===== src/rtl/vector_write_unit.sv =====
// UART receive path into vector BRAMs A/B: packs byte pairs (low byte first) into
// 16-bit elements and writes them to consecutive addresses of the selected memory.

module vector_write_port (
  input  logic clk,
  input  logic reset,
  input  logic active,
  input  logic en_nxt,
  input  logic we_nxt,
  output logic en,
  output logic we
);
  always_ff @(posedge clk or negedge reset) begin
    if (!reset) begin
      en <= 1'b0;
      we <= 1'b0;
    end else begin
      en <= active & en_nxt;
      we <= active & we_nxt;
    end
  end
endmodule

module vector_write_unit #(
  parameter int NUM_ELEMENTOS = 1024,
  parameter int ADDR_W        = 10,
  parameter int DATA_W        = 16
) (
  input  logic              clk,
  input  logic              reset,
  input  logic              begin_write,
  input  logic              mem_sel,
  input  logic              rx_ready,
  input  logic [7:0]        rx_data,
  output logic              ena,
  output logic              enb,
  output logic              wea,
  output logic              web,
  output logic [ADDR_W-1:0] waddr,
  output logic [DATA_W-1:0] wdata,
  output logic              write_done,
  output logic [ADDR_W:0]   elem_count
);
  localparam int NUM_MEMS = 2;
  localparam logic [ADDR_W-1:0] LAST_IDX = ADDR_W'(NUM_ELEMENTOS - 1);

  typedef enum logic [2:0] {
    IDLE    = 3'd0,
    WAIT_LO = 3'd1,
    WAIT_HI = 3'd2,
    COMMIT  = 3'd3,
    DRAIN   = 3'd4,
    DONE    = 3'd5
  } state_t;

  typedef struct packed {
    logic en;
    logic we;
    logic commit;
    logic done;
  } ctrl_t;

  state_t            state, state_nxt;
  ctrl_t             ctrl_nxt;
  logic              begin_q;
  logic              sel_q, sel_nxt;
  logic              drain_q;
  logic              start;
  logic [7:0]        lo_byte;
  logic [ADDR_W-1:0] count;
  logic [NUM_MEMS-1:0] en_q, we_q;

  // Only a fresh rising edge starts a transfer, so a level held past DONE is inert.
  assign start   = (state == IDLE) & begin_write & ~begin_q;
  assign sel_nxt = start ? mem_sel : sel_q;

  always_ff @(posedge clk or negedge reset) begin
    if (!reset) state <= IDLE;
    else        state <= state_nxt;
  end

  always_comb begin
    state_nxt = state;
    case (state)
      IDLE:    if (start) state_nxt = WAIT_LO;
      WAIT_LO: begin
        if (!begin_write)  state_nxt = IDLE;
        else if (rx_ready) state_nxt = WAIT_HI;
      end
      WAIT_HI: begin
        if (!begin_write)  state_nxt = IDLE;
        else if (rx_ready) state_nxt = COMMIT;
      end
      COMMIT: begin
        if (!begin_write)           state_nxt = IDLE;
        else if (count == LAST_IDX) state_nxt = DRAIN;
        else if (rx_ready)          state_nxt = WAIT_HI;
        else                        state_nxt = WAIT_LO;
      end
      DRAIN:   if (drain_q) state_nxt = DONE;
      DONE:    state_nxt = IDLE;
      default: state_nxt = IDLE;
    endcase
  end

  // Outputs are registered, so they are decoded from the next state.
  always_comb begin
    ctrl_nxt        = '0;
    ctrl_nxt.en     = state_nxt inside {WAIT_LO, WAIT_HI, COMMIT, DRAIN};
    ctrl_nxt.we     = (state_nxt == COMMIT);
    ctrl_nxt.commit = (state_nxt == COMMIT);
    ctrl_nxt.done   = (state_nxt == DONE);
  end

  always_ff @(posedge clk or negedge reset) begin
    if (!reset) begin
      begin_q <= 1'b0;
      sel_q   <= 1'b0;
      drain_q <= 1'b0;
    end else begin
      begin_q <= begin_write;
      sel_q   <= sel_nxt;
      drain_q <= (state == DRAIN) ? ~drain_q : 1'b0;
    end
  end

  always_ff @(posedge clk or negedge reset) begin
    if (!reset) begin
      count   <= '0;
      lo_byte <= '0;
    end else begin
      if (start)
        count <= '0;
      else if (state == COMMIT && state_nxt inside {WAIT_LO, WAIT_HI})
        count <= count + ADDR_W'(1);
      // A byte arriving during COMMIT is the next element's low byte.
      if ((state == WAIT_LO || state == COMMIT) && state_nxt == WAIT_HI)
        lo_byte <= rx_data;
    end
  end

  always_ff @(posedge clk or negedge reset) begin
    if (!reset) begin
      waddr      <= '0;
      wdata      <= '0;
      elem_count <= '0;
      write_done <= 1'b0;
    end else begin
      write_done <= ctrl_nxt.done;
      if (start)
        elem_count <= '0;
      else if (ctrl_nxt.commit)
        elem_count <= {1'b0, count} + (ADDR_W+1)'(1);
      if (ctrl_nxt.commit) begin
        waddr <= count;
        wdata <= DATA_W'({rx_data, lo_byte});
      end
    end
  end

  for (genvar m = 0; m < NUM_MEMS; m++) begin : g_port
    vector_write_port u_port (
      .clk    (clk),
      .reset  (reset),
      .active (sel_nxt == 1'(m)),
      .en_nxt (ctrl_nxt.en),
      .we_nxt (ctrl_nxt.we),
      .en     (en_q[m]),
      .we     (we_q[m])
    );
  end

  assign ena = en_q[0];
  assign enb = en_q[1];
  assign wea = we_q[0];
  assign web = we_q[1];

endmodule


===== config.mk =====
export PLATFORM = sky130hd
export DESIGN_NAME = vector_write_unit
export DESIGN_NICKNAME = d
export VERILOG_FILES = /design/src/rtl/vector_write_unit.sv
export SDC_FILE = /design/constraint.sdc
export NUM_CORES = 1
export LEC_CHECK = 0
export ABC_AREA = 1
export BUFFER_PORTS_ARGS = -buffer_cell sky130_fd_sc_hd__buf_4
export CAP_MARGIN = 10
export CORE_AREA = 4 4 117 119
export DETAILED_ROUTE_END_ITERATION = 12
export DIE_AREA = 0 0 121 123
export PLACE_DENSITY = 0.41
export SKIP_CTS_REPAIR_TIMING = 1
export SYNTH_ARGS = -nofsm -noshare
export SYNTH_HDL_FRONTEND = slang
export SYNTH_SLANG_ARGS = --single-unit

===== constraint.sdc =====
create_clock -name clk -period 2.2 [get_ports clk]
set_clock_uncertainty 0.1 [all_clocks]
set_input_delay 0.33 -clock clk [delete_from_list [all_inputs] [get_ports clk]]
set_output_delay 0.33 -clock clk [all_outputs]
set_load 0.05 [all_outputs]

* Yosys cells after proc, flatten, opt, wreduce, memory -nomap -nowiden
Index checks and enable logic that the tools add are counted.
** Cells by class
- $add $sub $neg :: 2
- Multiply operators :: 0
- Divide/modulo/power cells :: 0
- Magnitude comparators :: 0
- Equal/unequal tests :: 10
- Shifts and indexed selects :: 0
- Mux-type cells :: 16
- Bitwise operators :: 9
- Reduce and logical (&&, ||, !) cells :: 8
** Operators by type and width (count)
- 2-to-1 mux 3 bit :: 8
- 2-to-1 mux 11 bit :: 2
- 2-to-1 mux 10 bit :: 2
- one-hot mux 3 bit (5 select lines) :: 1
- equality test 3 x 2 -> 1 bit (second input constant) :: 4
- adder 10 x 1 -> 11 bit (second input constant) :: 1
- adder 10 x 1 -> 10 bit (second input constant) :: 1
- equality test 10 bit (second input constant) :: 1
- equality test 3 bit (second input constant) :: 3
- AND 1 bit :: 6
- equality test 3 x 1 -> 1 bit (second input constant) :: 2
- nonzero test 2 bit :: 3
- nonzero test 4 bit :: 1
- zero test 3 bit :: 1
- NOT 1 bit :: 3
- logical AND 1 bit :: 2
- 2-to-1 mux 1 bit :: 2
- 2-to-1 mux 2 bit :: 1
- logical OR 1 bit :: 1
** Storage, ports and cells
- Flip-flop bits (word level) :: 66
- Latch bits :: 0
- RAM bits :: 0
- Memory bits (read-only) :: 0
- Word-level logic and storage cells :: 59
- Memories :: 0

* Longest topological paths before layout
Gate-level depths: netlist of the first run.
- Depth after elaboration :: 10
- Mapped depth :: 13
- Gate-level depth less buffers :: 13

* By module
From an unflattened synthesis of the first run, not the netlist that was laid out.
** Unflattened totals
- Cells, all modules :: 325
- Area, all modules :: 2859.0 um^2
** Modules (own cells, without submodules)
- vector_write_unit :: times used 1, cells an instance 313, area an instance 2728.9 um^2
- vector_write_port :: times used 2, cells an instance 6, area an instance 65.1 um^2

* Worst setup path before layout of the first run
Ideal clock, no wire load.
- Path kind :: reg2reg
- Start :: register count[0]
- End :: register count[0]
- Library setup time :: 0.118 ns
- Arrival :: 1.596 ns
- Slack :: 0.386 ns
- Stages on the path, launching flop included :: 13
- Buffers on the path :: 0
- Clock period less this slack :: 1.814 ns
- Path through :: dfrtp_1 -> ha_1 -> nand2_1 -> nor2_2 -> nand3_1 -> nand2_2 -> nand2_2 -> nand2_4 -> nand3_1 -> nand2_2 -> nand2_2 -> nand3_1 -> nand2_1
** Between the ends
- Cells in the longest elaborated chain, start to end :: 8
- Elaborated cells on any way between the ends :: 12
- Classes of those cells :: add/sub: 1; eq/ne: 3; mux: 5; reduce/logical: 3
** RTL lines
- start: declaration :: RTL line 70 : logic [ADDR_W-1:0] count;
- start signal: assignment :: RTL line 135 : count <= count + ADDR_W'(1);
- equality test 10 bit :: RTL line 96 : else if (count == LAST_IDX) state_nxt = DRAIN;
- 2-to-1 mux 3 bit :: RTL line 96
- 2-to-1 mux 3 bit :: RTL line 95 : if (!begin_write) state_nxt = IDLE;
- one-hot mux 3 bit (5 select lines) :: RTL line 84 : case (state)
- equality test 3 x 1 -> 1 bit or equality test 3 x 2 -> 1 bit (tied branches) :: RTL line 134 : else if (state == COMMIT && state_nxt inside {WAIT_LO, WAIT_HI})
- nonzero test 2 bit :: RTL line 134
- logical AND 1 bit :: RTL line 134
- nonzero test 2 bit (no source line)
Several ways; a longest one is shown, not always the timed one. The select of a mux whose other input is x is not followed.
A chain may end at the register's enable or synchronous reset.

* Final worst setup path of the first run
- Start :: register count[1]
- End :: register count[4]
Same word-level chain as after synthesis.

==> impl_metrics.py, run 1 <==
metrics = {
    "run_status": {
        "status": "completed",
    },
    "cells_and_area": {
        "final_net_count": 407,
        "drive_gt1_share_pct": 25.4,
        "fillerInstances": 1359,
        "multi_input_area_um2": 1040,
        "area_growth_pct": 35.7,
        "final-seq-area_um2": 1650,
        "finish.utilization_pct": 30.8,
        "layout_common_cells": "108 x nand2_1, 66 x dfrtp_1, 62 x buf_4",
        "layout_commonest_cell": "nand2_1",
        "antenna_cells": 0,
    },
    "worst_setup_path": {
        "r2r_setup_slack_ns": 0.21,
        "path_max_fanout": 10,
        "worstPathRequired_ns": 2.37,
        "regToRegStartpoint": "count[1]",
        "ff2ff_path_depth": 12,
        "endpoint_kind": "register",
        "cp.arrival_ns": 2.15,
        "startpoint_type": "register",
        "crit_type": "reg2reg",
        "r2r-end": "count[4]",
    },
    "yosys": {
        "avgSynthCellArea_um2": 8.67,
        "synth_compound_area_share_pct": 8.02,
        "synthMuxAreaShare_pct": 0,
        "synthesis.area_um2": 2850,
        "synth_top_family_by_area": "simple AND/OR/NAND/NOR gates",
        "yosys.cell_types.count": 26,
        "synth_xor_area_share_pct": 0,
        "synthAdderAreaFrac_pct": 0.438,
        "synth_seq_cells": 66,
        "synth_nets": 343,
        "yosys_warnings": 0,
        "synth-simple-area-share_pct": 27.0,
        "yosysSeqAreaShare_pct": 57.9,
        "synthCells": 329,
    },
    "timing": {
        "worst_pin_slew_ns": 0.776,
        "fin_tns_setup_ns": 0,
        "slew_headroom_pct": 48.1,
        "rsz0062_at_grt": "no",
        "period_minus_slack_ns": 1.99,
        "min_period_over_period_pct": 90.3,
        "final_hold_viol_count": 0,
        "max_freq_ghz": 0.504,
        "maxSlewViolCount": 0,
        "setup_viol": 0,
    },
    "pwr": {
        "p_int_mw": 2.68,
        "p_leak_nw": 2.04,
        "switching_share_pct": 32.4,
        "power_frac_clock_pct": 39.4,
        "power_frac_comb_pct": 23.1,
        "p_per_area_nw_per_um2": 1020,
        "p_seq_share_pct": 37.5,
        "ir_drop_v": 0.000339,
        "p_switching_mw": 1.28,
    },
    "route": {
        "avgRoutedWirePerCell_um": 13.1,
        "routed_via_density": 4.11,
        "dr.pass1.iters": 4,
        "dr.first_iter.drc_count": 110,
        "drc": 0,
        "postRouteAntennaNets": 0,
        "num_vias": 2343,
        "wl_mm": 7.45,
    },
    "global_route": {
        "grt_overflow_total": 0,
        "antenna_found_initial": 0,
        "top_usage_layer": "met2",
        "grt_max_degree": 50,
        "grt_pass1_wl_mm": 12.0,
        "grt_pass1_vias": 2302,
        "met1_usage_pct": 13.4,
        "grt.met2_usage_pct": 16.3,
        "grt_use_total_pct": 10.4,
        "gr-usage-met3_pct": 3.02,
    },
    "clock_tree": {
        "cts_made_buffers": 9,
        "clk_pin_slew_ns": 0.06,
        "htreeDepth": 3,
        "clock_path_buffers": 2,
        "ctsRootBufferMaster": "clkbuf_16",
        "insertion_delay_ns": 0.33,
        "cts_tree": "yes",
        "cts_sinks": 66,
    },
    "place": {
        "portBuffers": 54,
        "globalplace.congestion": 0.852,
        "dp_hpwl_mm": 5.25,
    },
    "floorplanning": {
        "die_w_um": 121,
        "std_cell_rows": 41,
        "dieHeight_um": 123,
        "die_area_um2": 14900,
        "core_area_um2": 12600,
        "pin_count": 55,
        "start_util_pct": 22.7,
    },
    "job": {
        "cap_violations": 0,
    },
    "hold_path": {
        "hp-class": "in2reg",
        "min-delay-start": "begin_write",
        "hold_depth": 1,
        "hold_end": "begin_q",
    },
}
how the worst max path moves through the flow:
stage               slack (ns)  cells past startpoint  startpoint       end
floorplan                 0.39                     12    count[0]  count[0]
global placement          0.07                     12    count[1]  count[0]
detailed placement        0.06                     12    count[1]  count[2]
CTS                       0.05                     12    count[1]  count[2]
global route              0.02                     12    count[1]  count[5]
finish                    0.21                     12    count[1]  count[4]
routing by layer:
| layer | share of wire (%) | up-vias |
|---|---|---|
| li1 | - | 1181 |
| met1 | 48 | 1110 |
| met2 | 47 | 39 |
| met3 | 3.8 | 13 |
| met4 | 1.8 | 0 |
| met5 | 0 | - |
state kept, by name, indices dropped and copies added (netlist names):
signal / count
count: 10
sel_q: 1
g_port.u_port.en: 2
drain_q: 1
write_done: 1
waddr: 10
wdata: 16
begin_q: 1
g_port.u_port.we: 2
elem_count: 11
lo_byte: 8
state: 3
synthesized netlist by cell type:
cell type,n,area (um2)
nand4_1,6,37.5
or2_2,1,6.26
nand2_4,1,11.3
a21oi_4,1,16.3
nor3_2,2,20.0
ha_1,1,12.5
nand4_4,1,21.3
nand2_2,6,37.5
o31ai_1,4,30.0
nor3_1,4,20.0
buf_6,1,11.3
dfrtp_1,66,1650
inv_2,5,18.8
nand3_2,1,10.0
a21oi_1,4,20.0
buf_2,3,15.0
clkbuf_1,7,26.3
nand3_1,24,120
inv_1,32,120
o21ai_0,23,115
o21ai_1,8,40.0
nand2_1,108,405
nor2_2,2,12.5
o21bai_1,1,7.51
nor2_1,16,60.1
nand3b_1,1,7.51
worst max-delay path: stages (launching register included):
cell and delay (ns):
dfrtp_1 0.39, ha_1 0.19, nand2_1 0.11, nor2_4 0.14, nand3_4 0.12, nand2_4 0.11, nand2_2 0.07, nand2_4 0.09
nand3_1 0.12, nand2_2 0.13, buf_4 0.19, nand4_1 0.09, nand2_1 0.08
kinds of logic (layout without fill, tap and decap cells):
group | count (synthesis) | in the layout
simple gates | 173 | 173
flops | 66 | 66
buf+inv | 48 | 117
compound gates | 41 | 41
fa+ha+maj | 1 | 1
power by group through the flow:
stage          Combinational, mW  Sequential (mW)  Clock (mW)
2_1_floorplan              0.213             1.90           0
4_1_cts                    0.926             1.49        1.61
5_1_grt                    0.982             1.51        1.66
6_report                   0.913             1.49        1.56
3_3_place_gp               0.917             1.51           0
3_5_place_dp               0.925             1.51           0
layout make-up:
cell class,instances,share of cell area (%)
well taps,172,5.56
repair buffers,64,12.8
clock inverters,6,2.33
inverters,37,3.59
flip-flops and latches,66,42.6
multi-input cells,215,26.9
clock buffers,10,6.17
through the flow:
stage	area, um2	hold slack, ns	power, mW	cells	setup slack [ns]
after floorplan	2850	-0.0656	2.11	329	0.386
after global placement	3490	0.202	2.42	552	0.0664
after detailed placement	3490	0.201	2.43	552	0.0583
after CTS	3820	-0.159	4.03	568	0.0489
after global routing	3870	0.0192	4.15	570	0.0172
final	3870	0.0272	3.96	570	0.214
Power figures use the tool's default switching activity.
==> run 2, diff against run 1 <==
- PLACE_DENSITY: 0.41 -> 0.43
- clock period: 2.2 -> 1.7 ns (I/O delays scaled with it)
==> run 2 against run 1 <==
The run now ends with setup timing left; core utilization is 3.6 points higher; clock power up 21%; critical path depth decreased by 2; sequential power grew 29%; wire length up 9.9%; critical endpoint is now lo_byte[0].
==> impl_metrics.py, run 2 (synthesized netlist as in run 1, its figures left out) <==
metrics = {
    "hold_path": {
        "hold_depth": 3,
        "min-delay-start": "rx_data[7]",
        "hp-class": "in2reg",
    },
    "timing": {
        "worst_pin_slew_ns": 0.406,
        "fin_tns_setup_ns": -1.86,
        "period_minus_slack_ns": 1.82,
        "fin_ws_ns": -0.122,
        "rsz0062_at_grt": "yes",
        "maxSlewViolCount": 0,
        "slew_headroom_pct": 72.9,
        "final_hold_viol_count": 0,
        "max_freq_ghz": 0.549,
        "setup_viol": 19,
        "min_period_over_period_pct": 107,
    },
    "cells_and_area": {
        "top_regs": "wdata x16, elem_count x11",
        "layout_common_cells": "104 x nand2_1, 97 x buf_4, 65 x dfrtp_1",
        "final-seq-area_um2": 1650,
        "fillerInstances": 1322,
        "area_growth_pct": 51.5,
        "regMostFlops": "wdata",
        "fin_area_um2": 4320,
        "drive_gt1_share_pct": 36.4,
        "final_net_count": 449,
        "largest_reg_flops": 16,
        "layout_commonest_cell": "nand2_1",
        "antenna_cells": 0,
        "multi_input_area_um2": 1190,
        "finalNonFillerCells": 611,
        "finish.utilization_pct": 34.4,
    },
    "worst_setup_path": {
        "path_max_fanout": 8,
        "cp.arrival_ns": 1.93,
        "crit_type": "reg2reg",
        "endpoint_kind": "register",
        "ff2ff_path_depth": 10,
        "worstPathRequired_ns": 1.81,
        "regToRegStartpoint": "count[1]",
        "startpoint": "count[1]",
        "startpoint_type": "register",
    },
    "place": {
        "pre_cts_slack_ns": -0.203,
        "globalplace.congestion": 0.788,
        "placed_cell_area_um2": 3780,
        "dp_cells": 585,
        "portBuffers": 54,
        "dp_hpwl_mm": 5.77,
    },
    "floorplanning": {
        "start_util_pct": 22.7,
        "dieHeight_um": 123,
        "pin_count": 55,
        "core_area_um2": 12600,
        "die_w_um": 121,
        "std_cell_rows": 41,
        "die_area_um2": 14900,
    },
    "global_route": {
        "grt_pass1_wl_mm": 13.0,
        "grt_overflow_total": 0,
        "grt_pass1_vias": 2547,
        "antenna_found_initial": 0,
        "grt_use_total_pct": 11.0,
        "grt_max_degree": 31,
    },
    "route": {
        "dr.pass1.iters": 4,
        "routed_via_density": 4.17,
        "postRouteAntennaNets": 0,
        "wl_mm": 8.19,
        "dr.first_iter.drc_count": 134,
        "avgRoutedWirePerCell_um": 13.4,
        "num_vias": 2545,
        "drc": 0,
    },
    "clock_tree": {
        "htreeDepth": 3,
        "clock_path_buffers": 2,
        "ctsRootBufferMaster": "clkbuf_16",
        "clk_pin_slew_ns": 0.06,
        "insertion_delay_ns": 0.32,
        "cts_made_buffers": 9,
        "cts_tree": "yes",
        "cts_sinks": 66,
    },
    "pwr": {
        "power_frac_comb_pct": 25.2,
        "p_seq_share_pct": 37.7,
        "switching_share_pct": 32.4,
        "p_per_area_nw_per_um2": 1180,
        "p_switching_mw": 1.65,
        "power_frac_clock_pct": 37.1,
        "ir_drop_v": 0.000508,
        "p_int_mw": 3.45,
        "p_leak_nw": 2.27,
    },
    "run_status": {
        "violations": "setup timing",
        "status": "complete, but fails checks",
    },
    "job": {
        "cap_violations": 0,
    },
}
==> run 2: changes by cell type in the layout (fill, tap and decap cells not counted), sizes merged <==
cell         before  now
clkbuf           10   13
nand4             7    8
dlygate4sd3       1    2
bufinv            2    1
clkinv            3    1
clkinvlp          1    0
buf              63  103
==> run 2: routing by layer <==
layer	up-vias	GRT usage, %	share of wire, %
met5	-	0	0
met4	0	2.97	1.3
met3	11	2.79	4.2
met2	51	18.3	49
met1	1219	14.3	45
li1	1264	-	-
==> run 2: final timing paths <==
path,to,slack (ns)
min reg2reg,drain_q,0.33
max in group asynchronous,state[2],0.58
max,lo_byte[0],-0.12
min in group asynchronous,count[6],0.31
max reg2reg,lo_byte[0],-0.12
min,lo_byte[7],0.10
==> run 2: critical path: stages, from the launching register on <==
cell	delay, ns
dfrtp_1	0.38
ha_2	0.20
nand2_2	0.09
nor2_4	0.05
nand3_4	0.10
nand2_4	0.08
a21oi_4	0.19
buf_6	0.15
nand4_4	0.19
nand2_1	0.12
o21ai_1	0.06
==> run 2: stage by stage <==
step | hold slack (ns) | total power, mW
floorplan | -0.141 | 2.74
global placement | 0.124 | 3.18
detailed placement | 0.121 | 3.19
CTS | -0.222 | 5.13
global route | 0.113 | 5.36
finish | 0.103 | 5.10
==> run 2: power groups by stage <==
| stage | registers (mW) | logic (mW) | clock network (mW) |
|---|---|---|---|
| finish | 1.92 | 1.28 | 1.89 |
| global route | 1.95 | 1.39 | 2.02 |
| CTS | 1.93 | 1.24 | 1.96 |
| detailed placement | 1.95 | 1.24 | 0 |
| global placement | 1.94 | 1.24 | 0 |
| floorplan | 2.46 | 0.281 | 0 |
==> run 2: cell type report <==
class	instances	area share [%]
Sequential cell	66	38.2
Clock inverter	2	0.810
Timing Repair Buffer	105	19.1
Tap cell	172	4.98
Clock buffer	13	6.25
Inverter	37	3.21
Multi-Input combinational cell	216	27.5
